`config.mk`:
```
export PLATFORM = sky130hd
export DESIGN_NAME = alu_srca_seq
export DESIGN_NICKNAME = d
export VERILOG_FILES = /design/src/rtl/alu_srca_seq.sv
export SDC_FILE = /design/constraint.sdc
export NUM_CORES = 1
export LEC_CHECK = 0
export ABC_AREA = 0
export CORE_AREA = 2 2 75 77
export CTS_BUF_LIST = sky130_fd_sc_hd__clkbuf_4 sky130_fd_sc_hd__clkbuf_8 sky130_fd_sc_hd__clkbuf_16
export DETAILED_ROUTE_END_ITERATION = 16
export DIE_AREA = 0 0 77 79
export GPL_TIMING_DRIVEN = 0
export HOLD_SLACK_MARGIN = 0.05
export PLACE_DENSITY_LB_ADDON = 0.1
export SLEW_MARGIN = 20
export SYNTH_ARGS = -nofsm -noshare
export SYNTH_HDL_FRONTEND = slang
export SYNTH_SLANG_ARGS = --single-unit
export TNS_END_PERCENT = 100
```
`constraint.sdc`:
```
create_clock -name CLK -period 3.2 [get_ports CLK]
set_input_delay 0.64 -clock CLK [delete_from_list [all_inputs] [get_ports CLK]]
set_output_delay 0.64 -clock CLK [all_outputs]
set_load 0.02 [all_outputs]
```
`src/rtl/alu_srca_seq.sv`:
```
// alu_srca_seq: multi-cycle sequencer for the ALU source-A operand select.
// Computes result = init + count*srcA (mod 2^W) by driving sel_srca and the
// accumulator to the ALU for count cycles and capturing alu_result each cycle.
// Optional feature macro: ALU_SRCA_SEQ_OVF_EN (adds alu_ovf input, sticky ovf output).

module alu_srca_seq #(
   parameter int unsigned W  = 8,
   parameter int unsigned CW = 8
) (
   input  logic          CLK,
   input  logic          reset,
   input  logic          start,
   input  logic [1:0]    op,
   input  logic [W-1:0]  init,
   input  logic [CW-1:0] count,
   input  logic [W-1:0]  alu_result,
`ifdef ALU_SRCA_SEQ_OVF_EN
   input  logic          alu_ovf,
   output logic          ovf,
`endif
   output logic [1:0]    sel_srca,
   output logic [W-1:0]  alu_b,
   output logic          busy,
   output logic          done,
   output logic [W-1:0]  result
);

   typedef enum logic [1:0] {StIdle, StRun, StDone} state_e;

   state_e        state_q, state_d;
   logic [W-1:0]  acc_q, acc_d;
   logic [CW-1:0] cnt_q, cnt_d;
   logic [1:0]    op_q, op_d;
`ifdef ALU_SRCA_SEQ_OVF_EN
   logic          ovf_q, ovf_d;
`endif

   // Next-state, datapath updates and decoded outputs.
   always_comb begin
      state_d  = state_q;
      acc_d    = acc_q;
      cnt_d    = cnt_q;
      op_d     = op_q;
      sel_srca = 2'b00;
      done     = 1'b0;
`ifdef ALU_SRCA_SEQ_OVF_EN
      ovf_d    = ovf_q;
`endif
      unique case (state_q)
         StIdle: begin
            if (start) begin
               op_d    = op;
               acc_d   = init;
               cnt_d   = count;
`ifdef ALU_SRCA_SEQ_OVF_EN
               ovf_d   = 1'b0;
`endif
               // A zero count skips RUN entirely; result is just init.
               state_d = (count == '0) ? StDone : StRun;
            end
         end
         StRun: begin
            sel_srca = op_q;
            acc_d    = alu_result;
            cnt_d    = cnt_q - CW'(1);
`ifdef ALU_SRCA_SEQ_OVF_EN
            ovf_d    = ovf_q | alu_ovf;
`endif
            if (cnt_q == CW'(1)) begin
               state_d = StDone;
            end
         end
         StDone: begin
            done    = 1'b1;
            state_d = StIdle;
         end
         default: begin
            state_d = StIdle;
         end
      endcase
   end

   // State register; reset aborts any run without a done pulse.
   always_ff @(posedge CLK or posedge reset) begin
      if (reset) begin
         state_q <= StIdle;
         acc_q   <= '0;
         cnt_q   <= '0;
         op_q    <= 2'b00;
`ifdef ALU_SRCA_SEQ_OVF_EN
         ovf_q   <= 1'b0;
`endif
      end else begin
         state_q <= state_d;
         acc_q   <= acc_d;
         cnt_q   <= cnt_d;
         op_q    <= op_d;
`ifdef ALU_SRCA_SEQ_OVF_EN
         ovf_q   <= ovf_d;
`endif
      end
   end

   // Registered values straight to the outputs.
   always_comb begin
      alu_b  = acc_q;
      result = acc_q;
      busy   = (state_q != StIdle);
`ifdef ALU_SRCA_SEQ_OVF_EN
      ovf    = ovf_q;
`endif
   end

endmodule

```
# [After elaboration in Yosys (flattened, before gate mapping)]
# Cells that the tools add are included.
# Widths: inputs -> output; s select.
[totals] reg_bits=20 latch_bits=0 ram_bits=0 romBits=0 inputBits=29 output_inout_bits=20 word_cells=27 n_memories=0
[op_classes] n_addsub=1 multipliers=0 div=0 order_cmp=0 eq_ne=5 shift=0 mux=10 bitwise_logic=0 n_reduce_logical=7
[op_table] operator="$pmux 8 s2" n=2
[op_table] operator="$mux 8" n=2
[op_table] operator="$eq 8x1->1 const B" n=1
[op_table] operator="$logic_not 8->1" n=1
[op_table] operator="$mux 2" n=4
[op_table] operator="$sub 8x1->8 const B" n=1
[op_table] operator="$reduce_and 2->1" n=3
[op_table] operator="$ne 2x2->1 const B" n=2
[op_table] operator="$pmux 2 s2" n=1
[op_table] operator="$reduce_bool 2->1" n=2
[op_table] operator="$eq 2x1->1 const B" n=1
[op_table] operator="$eq 2x2->1 const B" n=1
[op_table] operator="$logic_not 2->1" n=1
[op_table] operator="$mux 1" n=1

# [Depth between registers and ports, before layout]
[depth] word_depth=4 depth_mapped=5 depth_no_buf=5

# [Worst setup path before layout]
# OpenSTA, ideal clock, no wires.
[synth_path] kind="flip-flop to output port" startpoint="reg state_q[1]" endpoint="out sel_srca[0]" arrival_ns=1.072 required_ns=2.560 setup_slack_ns=1.488 stages_incl_launch_ff=5 n_path_buf=2 path_cell_list="dfrtp_1 buf_4 nor2b_1 clkbuf_1 and2_1"
[synth_via] elab_chain_cells=2
[synth_lines] item="start, declared" line="30" rtl="state_e state_q, state_d;"
[synth_lines] item="start signal, assigned" line="86" rtl="state_q <= StIdle;"
[synth_lines] item="start signal, assigned" line="94" rtl="state_q <= state_d;"
[synth_lines] item="$eq 2x1->1" line="49" rtl="unique case (state_q)"
[synth_lines] item="$mux 2" line="49"
[synth_lines] item="end, declared" line="21" rtl="output logic [1:0] sel_srca,"
# Every way passes these cells.

# [Final worst setup path]
[layout_path] startpoint="reg state_q[1]" endpoint="out sel_srca[1]"
# The elaborated chain is that of the path after synthesis.

==> flow_metrics.env <==
export IMPL_min_period_over_period_pct=84.82
export IMPL_holdBufCountCts=0
export IMPL_drt_pre_antenna_iters=4
export IMPL_viasPerCell=4.871
export IMPL_place_detailed_hpwl_um=3063
export IMPL_async_set_reset_flop_share_out_of_synthesis_pct=100.0
export IMPL_remaining_drc_errors=0
export IMPL_syn2layout_area_growth_pct=47.35
export IMPL_holdPathStages=1
export IMPL_yosysSeqAreaShare_pct=37.88
export IMPL_placement_io_buffers=48
export IMPL_nature_of_the_critical_path_startpoint="flop"
export IMPL_dominantRegCellSynth="dfrtp_1"
export IMPL_critical_path_required_ns=2.56
export IMPL_worst_ir_drop_vdd_mv=0.3849
export IMPL_seq_area_um2=500.5
export IMPL_synth_edf_count=0
export IMPL_fmax_ghz=0.3684
export IMPL_reg2reg_to="cnt_q[6]$_DFFE_PP0P_"
export IMPL_clock_sinks=20
export IMPL_clock_pin_slew_worst_setup_and_hold_paths_ns=0.08
export IMPL_postCtsSetupRepairBufs=0
export IMPL_placedInstanceArea_um2=1892
export IMPL_r2r_worst_path_cells=5
export IMPL_source_to_sink_clock_delay_at_the_later_pin_of_the_worst_skew_pair_ns=0.27
export IMPL_io_pins=49
export IMPL_rsz_0062_raised_after_global_routing="false"
export IMPL_outcome="finished clean"
export IMPL_power_density_nw_per_um2=931.0
export IMPL_timing_final_hold_violations=0
export IMPL_htreeDepth=1
export IMPL_post_synthesis_average_cell_area_um2=8.927
export IMPL_min_path_type="reg -> reg"
export IMPL_antenna_found_initial=0
export IMPL_synth_cell_types=48
export IMPL_netlist_instances=148
export IMPL_final_core_utilization_pct=36.47
export IMPL_detailedRoute_firstIterationViolations=61
export IMPL_final_min_clock_period_ns=2.714
export IMPL_cp_end_kind="output port"
export IMPL_total_nets_after_synthesis=179
export IMPL_fin_worst_skew_ns=0.001338
export IMPL_wire_length_per_cell_after_detailed_routing_um=15.25
export IMPL_setup_violations=0
export IMPL_critical_path_peak_fanout=10
export IMPL_multi_input_area_um2=683.2
export IMPL_diodes=0
export IMPL_tritoncts_clock_tree="done"
export IMPL_floorplan_die_width_um=77
export IMPL_cts_root_buf="clkbuf_8"
export IMPL_postRouteAntennaNets=0
export IMPL_finalNetCount=232
export IMPL_max_slew_worst_pin_slew_ns=0.8342
export IMPL_worstReg2RegStart="cnt_q[0]$_DFFE_PP0P_"
export IMPL_postCtsResizedCells=0
export IMPL_core_rowCount=27
export IMPL_cts_max_path_buffers=2
export IMPL_arrival_ns=2.07
export IMPL_gp_congestion=0.8517
export IMPL_grt_max_degree=21
export IMPL_final_common_cell="clkdlybuf4s50_1"
export IMPL_preCtsSetupSlack_ns=0.7961
export IMPL_fillCellCount=567
export IMPL_grt_overflow=0
export IMPL_mappedNetlistArea_um2=1321
export IMPL_grt_pass1_wl_um=6755
export IMPL_fin_tns_setup_ns=0
export IMPL_die_area_um2=6083
export IMPL_pins_over_their_slew_limit=0
export IMPL_post_route_cells_drive_above_1_share_pct=13.00
export IMPL_via_count_of_the_first_global_routing_pass=1353
export IMPL_p_leak_uw=0.0007818
export IMPL_routed_via_count=1325
export IMPL_regToRegSetupSlack_ns=1.45
export IMPL_fin_total_pwr_uw=1813
export IMPL_critical_path_class="reg -> out"
export IMPL_core_region_area_um2=5338
export IMPL_layout_common_cells="clkdlybuf4s50_1, dfrtp_1, o21ai_0, buf_4, nor2_1"
export IMPL_floorplan_initialDensity_pct=24.75
export IMPL_die_span_y_um=79
export IMPL_hold_start="op_q[1]$_DFFE_PP0P_"
export IMPL_yosys_register_bits=20
export IMPL_cts_inserted_buffers=3
export IMPL_min_to="op_q[1]$_DFFE_PP0P_"
export IMPL_synth_warnings=0
export IMPL_grtUsageTotal_pct=14.00
export IMPL_totalWireLength_um=4148
export IMPL_final_design_area_no_fill_um2=1947
export IMPL_timing_slew_headroom_pct=44.32
export IMPL_max_cap_viol_count=0
export IMPL_timing_final_ws_setup_ns=0.4859
synthesized netlist by cell type, drive strengths merged (2+ instances only):
cell type	number	share of area [%]
a22oi	4	2.3
mux2	2	1.7
a21oi	5	1.9
a221oi	2	1.3
and2	8	3.8
nand2	7	2.0
mux2i	2	1.5
nand2b	3	1.4
nor4	4	2.4
nor3	3	1.1
clkbuf	3	0.85
nor2	10	2.8
nor2b	4	1.9
and4	2	1.3
nor3b	4	2.7
dfrtp	20	38
buf	15	7.6
ha	2	1.9
a31oi	5	2.4
inv	7	2.0
nand3	2	0.76
o21ai	12	4.5
o221a	2	1.7
final cells by class:
| type | instances | share of cell area [%] |
|---|---|---|
| clock buffer | 4 | 2.828 |
| sequential | 20 | 25.71 |
| multi-input combinational | 103 | 35.09 |
| timing repair buffer | 48 | 24.68 |
| buffer | 18 | 5.720 |
| tap | 72 | 4.627 |
| inverter | 7 | 1.350 |
sequential cells by signal (all words and copies together), names as in the netlist:
| register | flops |
|---|---|
| cnt_q | 8 |
| op_q | 2 |
| state_q | 2 |
| alu_b | 8 |
kinds of logic after synthesis:
kind of cell	share of synthesized area (%)
AND/OR/NAND/NOR	25.48
flip-flops	37.88
buffers and inverters	10.42
AO/OA/AOI/OAI	21.12
multiplexers	3.220
adder cells (fa/ha/maj)	1.894
critical path, cell delays in order (launching register included):
cell and delay (ns):
dfrtp_1 0.37, buf_4 0.16, nor2b_1 0.10, clkbuf_1 0.37, and2_1 0.20, clkdlybuf4s50_1 0.60
where the power goes:
group          switching [µW]  internal (µW)  total (µW)
registers                 128            376         505
clock network            94.0            110         204
logic                     555            549        1100
metal layers:
layer  vias to the layer above  global-route usage (%)  routed length [µm]
met5                         -                       0                   0
li1                        633                       -                   -
met2                        68                   24.21                1992
met1                       620                   17.32                1763
met3                         4                   2.841                 339
met4                         0                   5.179                  53
per-stage QoR:
step,cells,hold slack (ns)
after floorplan,148,0.4704
after global placement,268,0.4848
after detailed placement,268,0.4934
after CTS,272,0.5122
after global routing,272,0.5386
final,272,0.5124
worst max-delay path by stage:
stage,endpoint,from,cells past startpoint,slack (ns)
finish,sel_srca[1],state_q[1]$_DFFE_PP0P_,5,0.49
global placement,sel_srca[1],state_q[1]$_DFFE_PP0P_,5,0.79
detailed placement,sel_srca[1],state_q[1]$_DFFE_PP0P_,5,0.80
floorplan,sel_srca[0],state_q[1]$_DFFE_PP0P_,4,1.49
CTS,sel_srca[1],state_q[1]$_DFFE_PP0P_,5,0.48
global route,sel_srca[1],state_q[1]$_DFFE_PP0P_,5,0.35
Power figures use the tool's default switching activity.
